===== config.mk =====
export PLATFORM = sky130hd
export DESIGN_NAME = program_loader
export DESIGN_NICKNAME = d
export VERILOG_FILES = /design/src/rtl/program_loader.sv
export SDC_FILE = /design/constraint.sdc
export NUM_CORES = 1
export LEC_CHECK = 0
export BUFFER_PORTS_ARGS = -buffer_cell sky130_fd_sc_hd__buf_4
export CAP_MARGIN = 20
export CORE_UTILIZATION = 50
export CTS_CLUSTER_SIZE = 10
export DETAILED_ROUTE_END_ITERATION = 16
export PLACE_DENSITY = 0.73
export SYNTH_ARGS = -nofsm -noshare
export SYNTH_HDL_FRONTEND = slang
export SYNTH_SLANG_ARGS = --single-unit

===== constraint.sdc =====
create_clock -name i_clock -period 1.85 [get_ports i_clock]
set_input_delay 0.37 -clock i_clock [delete_from_list [all_inputs] [get_ports i_clock]]
set_output_delay 0.37 -clock i_clock [all_outputs]
set_load 0.01 [all_outputs]

===== src/rtl/program_loader.sv =====
// program_loader: writer side of the instruction-memory byte-load interface.
// Bytes arriving from the UART receiver are forwarded one per write pulse,
// assembled into big-endian 32-bit words, and the load ends either on the halt
// word (DONE, with a one-cycle PC reset pulse) or on memory overflow (ERROR).
module program_loader #(
    parameter int                  NB_DATA          = 32,
    parameter int                  NB_BYTE          = 8,
    parameter int                  MEM_DEPTH_BYTES  = 1024,
    parameter int                  NB_COUNT         = 11,
    parameter logic [NB_DATA-1:0]  HALT_INSTRUCTION = 32'hFFFFFFFF
) (
    input  logic                i_clock,
    input  logic                i_reset,
    input  logic                i_start,
    input  logic [NB_BYTE-1:0]  i_rx_data,
    input  logic                i_rx_done,
    output logic [NB_BYTE-1:0]  o_load_program_byte,
    output logic                o_load_program_write_enable,
    output logic                o_pc_reset,
    output logic                o_loading,
    output logic                o_program_loaded,
    output logic                o_error,
    output logic [NB_COUNT-1:0] o_byte_count
);

    typedef enum logic [1:0] {
        IDLE  = 2'd0,
        LOAD  = 2'd1,
        DONE  = 2'd2,
        ERROR = 2'd3
    } state_t;

    localparam logic [NB_COUNT-1:0] LAST_COUNT = NB_COUNT'(MEM_DEPTH_BYTES);

    state_t               state;
    state_t               state_next;
    logic [NB_DATA-1:0]   word_reg;
    logic [NB_DATA-1:0]   word_next;
    logic [NB_DATA-1:0]   word_assembled;
    logic [NB_BYTE-1:0]   byte_reg;
    logic [NB_BYTE-1:0]   byte_next;
    logic                 write_enable_reg;
    logic                 write_enable_next;
    logic                 pc_reset_reg;
    logic                 pc_reset_next;
    logic [NB_COUNT-1:0]  count_reg;
    logic [NB_COUNT-1:0]  count_next;
    logic [NB_COUNT-1:0]  count_inc;

    // The word as it will look once the incoming byte is shifted in; the first
    // byte of a word ends up in the most significant position.
    assign word_assembled = {word_reg[NB_DATA-NB_BYTE-1:0], i_rx_data};
    assign count_inc      = count_reg + NB_COUNT'(1);

    // Next-state and next-output logic; every registered value holds by default.
    always_comb begin
        state_next        = state;
        word_next         = word_reg;
        byte_next         = byte_reg;
        write_enable_next = 1'b0;
        pc_reset_next     = 1'b0;
        count_next        = count_reg;

        case (state)
            IDLE, DONE, ERROR: begin
                // A strobe coinciding with the start command is deliberately dropped.
                if (i_start) begin
                    state_next = LOAD;
                    count_next = '0;
                    word_next  = '0;
                end
            end
            LOAD: begin
                if (i_rx_done) begin
                    byte_next         = i_rx_data;
                    write_enable_next = 1'b1;
                    count_next        = count_inc;
                    word_next         = word_assembled;
                    if (count_reg[1:0] == 2'b11) begin
                        // Halt on the final word wins over the overflow check.
                        if (word_assembled == HALT_INSTRUCTION) begin
                            state_next    = DONE;
                            pc_reset_next = 1'b1;
                        end else if (count_inc == LAST_COUNT) begin
                            state_next = ERROR;
                        end
                    end
                end
            end
            default: state_next = IDLE;
        endcase
    end

    // State and output registers with synchronous reset; memory is left untouched.
    always_ff @(posedge i_clock) begin
        if (i_reset) begin
            state            <= IDLE;
            word_reg         <= '0;
            byte_reg         <= '0;
            write_enable_reg <= 1'b0;
            pc_reset_reg     <= 1'b0;
            count_reg        <= '0;
        end else begin
            state            <= state_next;
            word_reg         <= word_next;
            byte_reg         <= byte_next;
            write_enable_reg <= write_enable_next;
            pc_reset_reg     <= pc_reset_next;
            count_reg        <= count_next;
        end
    end

    assign o_load_program_byte         = byte_reg;
    assign o_load_program_write_enable = write_enable_reg;
    assign o_pc_reset                  = pc_reset_reg;
    assign o_byte_count                = count_reg;
    assign o_loading                   = (state == LOAD);
    assign o_program_loaded            = (state == DONE);
    assign o_error                     = (state == ERROR);

endmodule


After elaboration in Yosys (flattened, before gate mapping). Cells that the tools add are included.

Logic and storage cells: 41. Bits in registers: 47. Output and inout port bits: 24. Input bits: 12.

Equality and inequality tests: 10. Bitwise operators: 3. Multiplexer cells: 14. Add/sub/neg operators: 1. Reductions and logical operators: 7.

Operator list (count): $mux 24 (2); $pmux 24 s2 (1); $eq 32x32->1 const B (1); $mux 11 (2); $pmux 11 s2 (1); $add 11x1->11 const B (1); $eq 11x11->1 const B (1); $mux 2 (5); $eq 2x2->1 const B (3); $ne 2x2->1 const B (2); $pmux 2 s2 (1); $reduce_and 2->1 (2); $reduce_and 4->1 (1); $reduce_or 4->1 (1); $ne 3x1->1 const B (1); $not 1->1 (3); $reduce_or 3->1 (1); $eq 2x1->1 const B (1); $logic_not 2->1 (1); $mux 1 (2); $ne 2x1->1 const B (1); $reduce_or 2->1 (1).

Logic depth before layout (Yosys ltp). Gate-level depths: netlist of the first run.

Word-level depth: 7. Gate-level depth with buffers: 8. Mapped depth without buffers: 6.

Worst setup path before layout of the first run. No wires, ideal clock.

Kind: register -> register. Start point: register count_reg[0], in the netlist o_byte_count[0]. End point: register state[1]. Setup time: 0.058 ns. Required time: 1.792 ns. Arrival time: 1.508 ns. Clock period less this slack: 1.566 ns. Cell stages (with the launch flop): 7. Path buffers: 0. Path slack: 0.284 ns. Path through: dfxtp_1 -> ha_1 -> nand3_2 -> nor2_4 -> or3b_1 -> a311oi_1 -> o21a_1.

Word-level cells in the longest chain between the ends: 4. Elaborated cells on any way between the ends: 6. Classes of those cells: 1 x add/sub; 4 x eq/ne; 1 x reduce/logical.

RTL lines: start, declared (RTL line 46) `logic [NB_COUNT-1:0] count_reg;`; start signal, assigned (RTL line 109) `count_reg <= count_next;`; $add 11x1->11 (RTL line 53) `assign count_inc = count_reg + NB_COUNT'(1);`; $eq 11x11->1 (RTL line 84) `end else if (count_inc == LAST_COUNT) begin`; $ne 3x1->1 (no source line); $reduce_and 4->1 (no source line) (*); end signal, assigned (RTL line 104) `state <= state_next;`; end, declared (RTL line 35) `state_t state;`.

Mark *: on every way between the ends. The rest lies on a longest branch, timed or not. A chain may end at the register's enable or synchronous reset.

Worst setup path in the final report of the first run. Same ends and word-level chain as after synthesis.

==> results.sh, run 1 <==
export IMPL_hold_path_class="in -> reg"
export IMPL_root_buffer="clkbuf_8"
export IMPL_synth_distinct_cells=42
export IMPL_num_fill_cells=353
export IMPL_status="completed"
export IMPL_syn_area_um2=1930
export IMPL_routed_wl_mm=4.25
export IMPL_drtAntennaViolNets=0
export IMPL_grt_ovfl_total=0
export IMPL_cts_path_max_buffers=2
export IMPL_drv_cap=0
export IMPL_ys_ff_latch=47
export IMPL_path_max_fanout=7
export IMPL_cpPeakStageDelay_ns=0.37
export IMPL_io_buffers=35
export IMPL_cts_max_level=2
export IMPL_clk_pin_slew_ns=0.08
export IMPL_synthFlopType="dfxtp_1"
export IMPL_worstPathCellList="ha_1 -> nand3_2 -> nor2_4 -> or3b_1 -> a311oi_1 -> o21a_1"
export IMPL_critPathCaptureType="register"
export IMPL_tightestPinTransition_ns=0.398
export IMPL_fin_setup_tns_ns=0
export IMPL_criticalPathCategory="reg -> reg"
export IMPL_holdBufCountCts=0
export IMPL_die_y_um=64.1
export IMPL_antenna_found_initial=0
export IMPL_drtIter0Drc=113
export IMPL_ys_warn_count=0
export IMPL_synth_nets=223
export IMPL_layout_common_cells="dfxtp_1, buf_4, nand2_1, a21oi_1, a22o_1"
export IMPL_post_cts_repair_setup_buffers=0
export IMPL_crit_required_ns=2.10
export IMPL_cts_tree="yes"
export IMPL_drcViolationCount=0
export IMPL_die_area_um2=4110
export IMPL_fmax_ghz=0.598
export IMPL_vias_per_cell=5.66
export IMPL_hold_ws_ns=0.364
export IMPL_fin_crit_ns=1.67
export IMPL_ys_async_sr_fraction=0
export IMPL_start_util=0.523
export IMPL_cts_sinks=47
export IMPL_grt_pass1_wl_mm=6.98
export IMPL_syn_inst=210
export IMPL_multi_input_area_um2=896
export IMPL_nets=255
export IMPL_rsz0062_at_grt="false"
export IMPL_ios=36
export IMPL_drive_above_1_share=0.227
export IMPL_setup_slack_ns=0.178
export IMPL_area_delta_synth_final_pct=17.7
export IMPL_largest_reg_flops=24
export IMPL_maxSlewViolCount=0
export IMPL_leakage_nw=0.853
export IMPL_synth_edf_count=0
export IMPL_fin_skew_ns=0.00346
export IMPL_final_common_cell="dfxtp_1"
export IMPL_pre_cts_slack_ns=0.210
export IMPL_worst_ep_arrival_time_ns=1.92
export IMPL_numCtsBuffers=5
export IMPL_wl_per_cell_um=14.7
export IMPL_gp_congestion=0.843
export IMPL_period_share=0.904
export IMPL_cp_slowest_cell="dfxtp_1"
export IMPL_ff_latch_area_um2=941
export IMPL_grt_start_max_net_pins=31
export IMPL_dp_hpwl_mm=2.90
export IMPL_rows=22
export IMPL_fp_dieW_um=64.1
export IMPL_core_area_um2=3690
export IMPL_maxSlewHeadroom=0.728
export IMPL_vias=1641
export IMPL_power_density_nw_per_um2=794
export IMPL_startpoint_type="register"
export IMPL_hold_viol=0
export IMPL_setup_violations=0
export IMPL_first_pass_iters=4
export IMPL_num_antenna_cells=0
export IMPL_insertion_delay_ns=0.29
export IMPL_track_usage=0.221
export IMPL_grt_pass1_vias=1441
export IMPL_vdd_ir_drop_max_mv=0.489
export IMPL_ys_seq_area_frac=0.487
export IMPL_ctsResizeCount=0
export IMPL_syn_area_per_cell_um2=9.19
-- metrics by stage --
stage	instance area, um2	power, mW	utilization	instances
after floorplan	1930	1.15	-	210
after global placement	2180	1.20	0.592	283
after detailed placement	2180	1.21	0.592	283
after CTS	2270	1.81	0.616	290
after global routing	2270	1.87	0.616	290
final	2270	1.80	0.616	290
-- cell usage after synthesis, drive strengths merged, types with 2 or more instances --
cell type   n  area (um2)
nand3       6        35.0
and2        2        15.0
a22o       17         149
nand2      38         153
buf         8        68.8
inv         2        10.0
nand4      10        77.6
clkbuf      4        15.0
nor3        4        20.0
nor2       19        83.8
a41oi       2        17.5
dfxtp      47         941
a211oi      2        15.0
a311oi      6        52.6
a21oi      23         126
a31oi       2        12.5
o21ai       5        25.0
-- worst max-delay path, delay by kind of cell (launching register included) --
family | cells | cell delay (ns)
fa+ha+maj | 1 | 0.30
simple gates | 3 | 0.51
compound gates | 2 | 0.43
flops | 1 | 0.37
-- area by class of cell --
type	instances	share of cell area
flip-flops and latches	47	0.414
multi-input cells	149	0.394
repair buffers	37	0.122
clock buffers	6	0.0363
well taps	48	0.0264
inverters	2	0.00441
clock inverters	1	0.00220
-- power breakdown --
part | switching [mW] | leakage, nW | internal (mW)
Sequential | 0.0145 | 0.380 | 1.03
Combinational | 0.0868 | 0.425 | 0.0539
Clock | 0.326 | 0.0470 | 0.294
-- kinds of logic after synthesis --
family / after synthesis / share of synthesized area
simple gates: 86 / 0.230
fa+ha+maj: 1 / 0.00648
flops: 47 / 0.487
buf+inv: 14 / 0.0486
xor+xnor: 1 / 0.00454
compound gates: 61 / 0.223
-- path summary, 6_finish.rpt --
kind	slack, ns	start	endpoint	cells after the start
worst min register to register	0.46	o_load_program_byte[5]	o_load_program_byte[5]	2
worst max register to register	0.18	o_byte_count[0]	state[1]	6
worst max-delay path	0.18	o_byte_count[0]	state[1]	6
worst min-delay path	0.36	i_rx_data[3]	o_load_program_byte[3]	3
-- per-layer routing --
layer / vias to the layer above / part of all wire / GRT usage
met1: 768 / 0.53 / 0.332
met4: 0 / 0.017 / 0.108
li1: 829 / - / -
met2: 38 / 0.42 / 0.295
met3: 6 / 0.033 / 0.0429
met5: - / 0 / 0
(Power assumes the default switching activity.)
==> run 2, diff against run 1 <==
--- a/config.mk
+++ b/config.mk
@@ -7,10 +7,14 @@
 export LEC_CHECK = 0
 export BUFFER_PORTS_ARGS = -buffer_cell sky130_fd_sc_hd__buf_4
 export CAP_MARGIN = 20
-export CORE_UTILIZATION = 50
+export CELL_PAD_IN_SITES_DETAIL_PLACEMENT = 1
+export CELL_PAD_IN_SITES_GLOBAL_PLACEMENT = 1
+export CORE_UTILIZATION = 41
 export CTS_CLUSTER_SIZE = 10
 export DETAILED_ROUTE_END_ITERATION = 16
-export PLACE_DENSITY = 0.73
+export HOLD_SLACK_MARGIN = 0.12
+export PLACE_DENSITY = 0.78
+export SLEW_MARGIN = 5
 export SYNTH_ARGS = -nofsm -noshare
 export SYNTH_HDL_FRONTEND = slang
 export SYNTH_SLANG_ARGS = --single-unit
==> run 2 against run 1 <==
The flow now finishes with violations (design-rule violations). Critical path depth unchanged. Critical path type unchanged. Critical endpoint unchanged. Core utilization down 9.8 points. Largest cell class unchanged. Worst hold slack worse by 0.0085 ns.
==> results.sh, run 2 (synthesis gave the netlist of run 1 again) <==
export IMPL_worstPathCellList="ha_1 -> nand3_2 -> nor2_4 -> or3b_1 -> a311oi_1 -> o21a_1"
export IMPL_ios=36
export IMPL_crit_required_ns=2.10
export IMPL_fp_dieW_um=70.6
export IMPL_tightestPinTransition_ns=0.393
export IMPL_met1_usage=0.277
export IMPL_grt_pass1_vias=1669
export IMPL_use_met3=0.0527
export IMPL_rows=24
export IMPL_drcViolationCount=7
export IMPL_min_to="o_load_program_byte[4]"
export IMPL_critPathCaptureType="register"
export IMPL_setup_violations=0
export IMPL_drtAntennaViolNets=0
export IMPL_period_share=0.926
export IMPL_final_common_cell="dfxtp_1"
export IMPL_antenna_found_initial=0
export IMPL_grt_ovfl_total=0
export IMPL_dp_hpwl_mm=3.36
export IMPL_cp_slowest_cell="dfxtp_1"
export IMPL_ff2ff_setup_slack_ns=0.14
export IMPL_r2r_start="o_byte_count[0]"
export IMPL_maxSlewHeadroom=0.731
export IMPL_leakage_nw=0.864
export IMPL_layout_common_cells="dfxtp_1, buf_4, nand2_1, a21oi_1, a22o_1"
export IMPL_criticalPathCategory="reg -> reg"
export IMPL_holdCritStartpoint="i_rx_data[4]"
export IMPL_startpoint_type="register"
export IMPL_placed_cells=289
export IMPL_gp_congestion=0.776
export IMPL_start_util=0.434
export IMPL_hold_path_class="in -> reg"
export IMPL_cpPeakStageDelay_ns=0.37
export IMPL_wl_per_cell_um=16.0
export IMPL_hold_depth=3
export IMPL_grt_pass1_wl_mm=8.00
export IMPL_track_usage=0.204
export IMPL_power_density_nw_per_um2=802
export IMPL_vdd_ir_drop_max_mv=0.503
export IMPL_routed_wl_mm=4.74
export IMPL_status="complete, but fails checks"
export IMPL_holdBufCountCts=0
export IMPL_die_y_um=70.6
export IMPL_clk_pin_slew_ns=0.09
export IMPL_final_cells=297
export IMPL_fin_crit_ns=1.71
export IMPL_ctsResizeCount=0
export IMPL_io_buffers=35
export IMPL_p_total_mw=1.85
export IMPL_largest_reg_flops=24
export IMPL_cts_tree="yes"
export IMPL_vias_per_cell=5.56
export IMPL_post_route_util=0.518
export IMPL_worst_ep_arrival_time_ns=1.96
export IMPL_drtIter0Drc=72
export IMPL_nets=257
export IMPL_fin_skew_ns=0.00865
export IMPL_violations="design-rule violations"
export IMPL_rsz0062_at_grt="false"
export IMPL_maxSlewViolCount=0
export IMPL_gr_usage_met2=0.329
export IMPL_vias=1651
export IMPL_reg2reg_depth=6
export IMPL_cts_path_max_buffers=2
export IMPL_drv_cap=0
export IMPL_insertion_delay_ns=0.30
export IMPL_cts_max_level=2
export IMPL_r2r_end="state[1]"
export IMPL_path_max_fanout=7
export IMPL_cts_sinks=47
export IMPL_post_cts_repair_setup_buffers=0
export IMPL_area_delta_synth_final_pct=19.3
export IMPL_first_pass_iters=10
export IMPL_fmax_ghz=0.584
export IMPL_die_area_um2=4990
export IMPL_drive_above_1_share=0.237
export IMPL_hold_viol=0
export IMPL_grt_start_max_net_pins=31
export IMPL_numCtsBuffers=5
export IMPL_num_antenna_cells=0
export IMPL_root_buffer="clkbuf_8"
export IMPL_fin_setup_tns_ns=0
export IMPL_core_area_um2=4440
export IMPL_busiest_layer="met2"
## run 2: how the worst max path moves through the flow
stage	start	to	depth (start not counted)
floorplan	o_byte_count[0]	state[1]	6
global placement	o_byte_count[0]	state[1]	6
detailed placement	o_byte_count[0]	state[1]	6
CTS	o_byte_count[0]	state[1]	6
global route	o_byte_count[0]	state[1]	6
finish	o_byte_count[0]	state[1]	6
## run 2: final cells by class
type / count / area, um2
Clock buffer: 6 / 82.6
Clock inverter: 2 / 16.3
Fill cell: 533 / 2140
Inverter: 2 / 10.0
Multi-Input combinational cell: 149 / 896
Sequential cell: 47 / 941
Tap cell: 52 / 65.1
Timing Repair Buffer: 39 / 293
## run 2: metal layers
| metal | up-vias | share of wire |
|---|---|---|
| li1 | 830 | - |
| met1 | 789 | 0.51 |
| met2 | 27 | 0.45 |
| met3 | 5 | 0.032 |
| met4 | 0 | 0.0091 |
| met5 | - | 0 |
## run 2: per-stage QoR
stage | setup WS, ns | hold WS, ns | instance area [um2]
CTS | 0.119 | 0.349 | 2300
global route | 0.00650 | 0.356 | 2300
floorplan | 0.284 | 0.442 | 1930
global placement | 0.192 | 0.448 | 2200
finish | 0.137 | 0.355 | 2300
detailed placement | 0.142 | 0.451 | 2200
## run 2: power by group
part	total [mW]	switching, mW	internal (mW)
combinational	0.143	0.0880	0.0548
clock	0.660	0.354	0.305
sequential	1.04	0.0149	1.03
total	1.85	0.457	1.39
## run 2: worst max-delay path, delay by kind of cell (launching register included)
| kind | cells | cell delay (ns) |
|---|---|---|
| AOI/OAI and AO/OA | 2 | 0.47 |
| adders and majority gates | 1 | 0.30 |
| and+or+nand+nor | 3 | 0.52 |
| DFF | 1 | 0.37 |
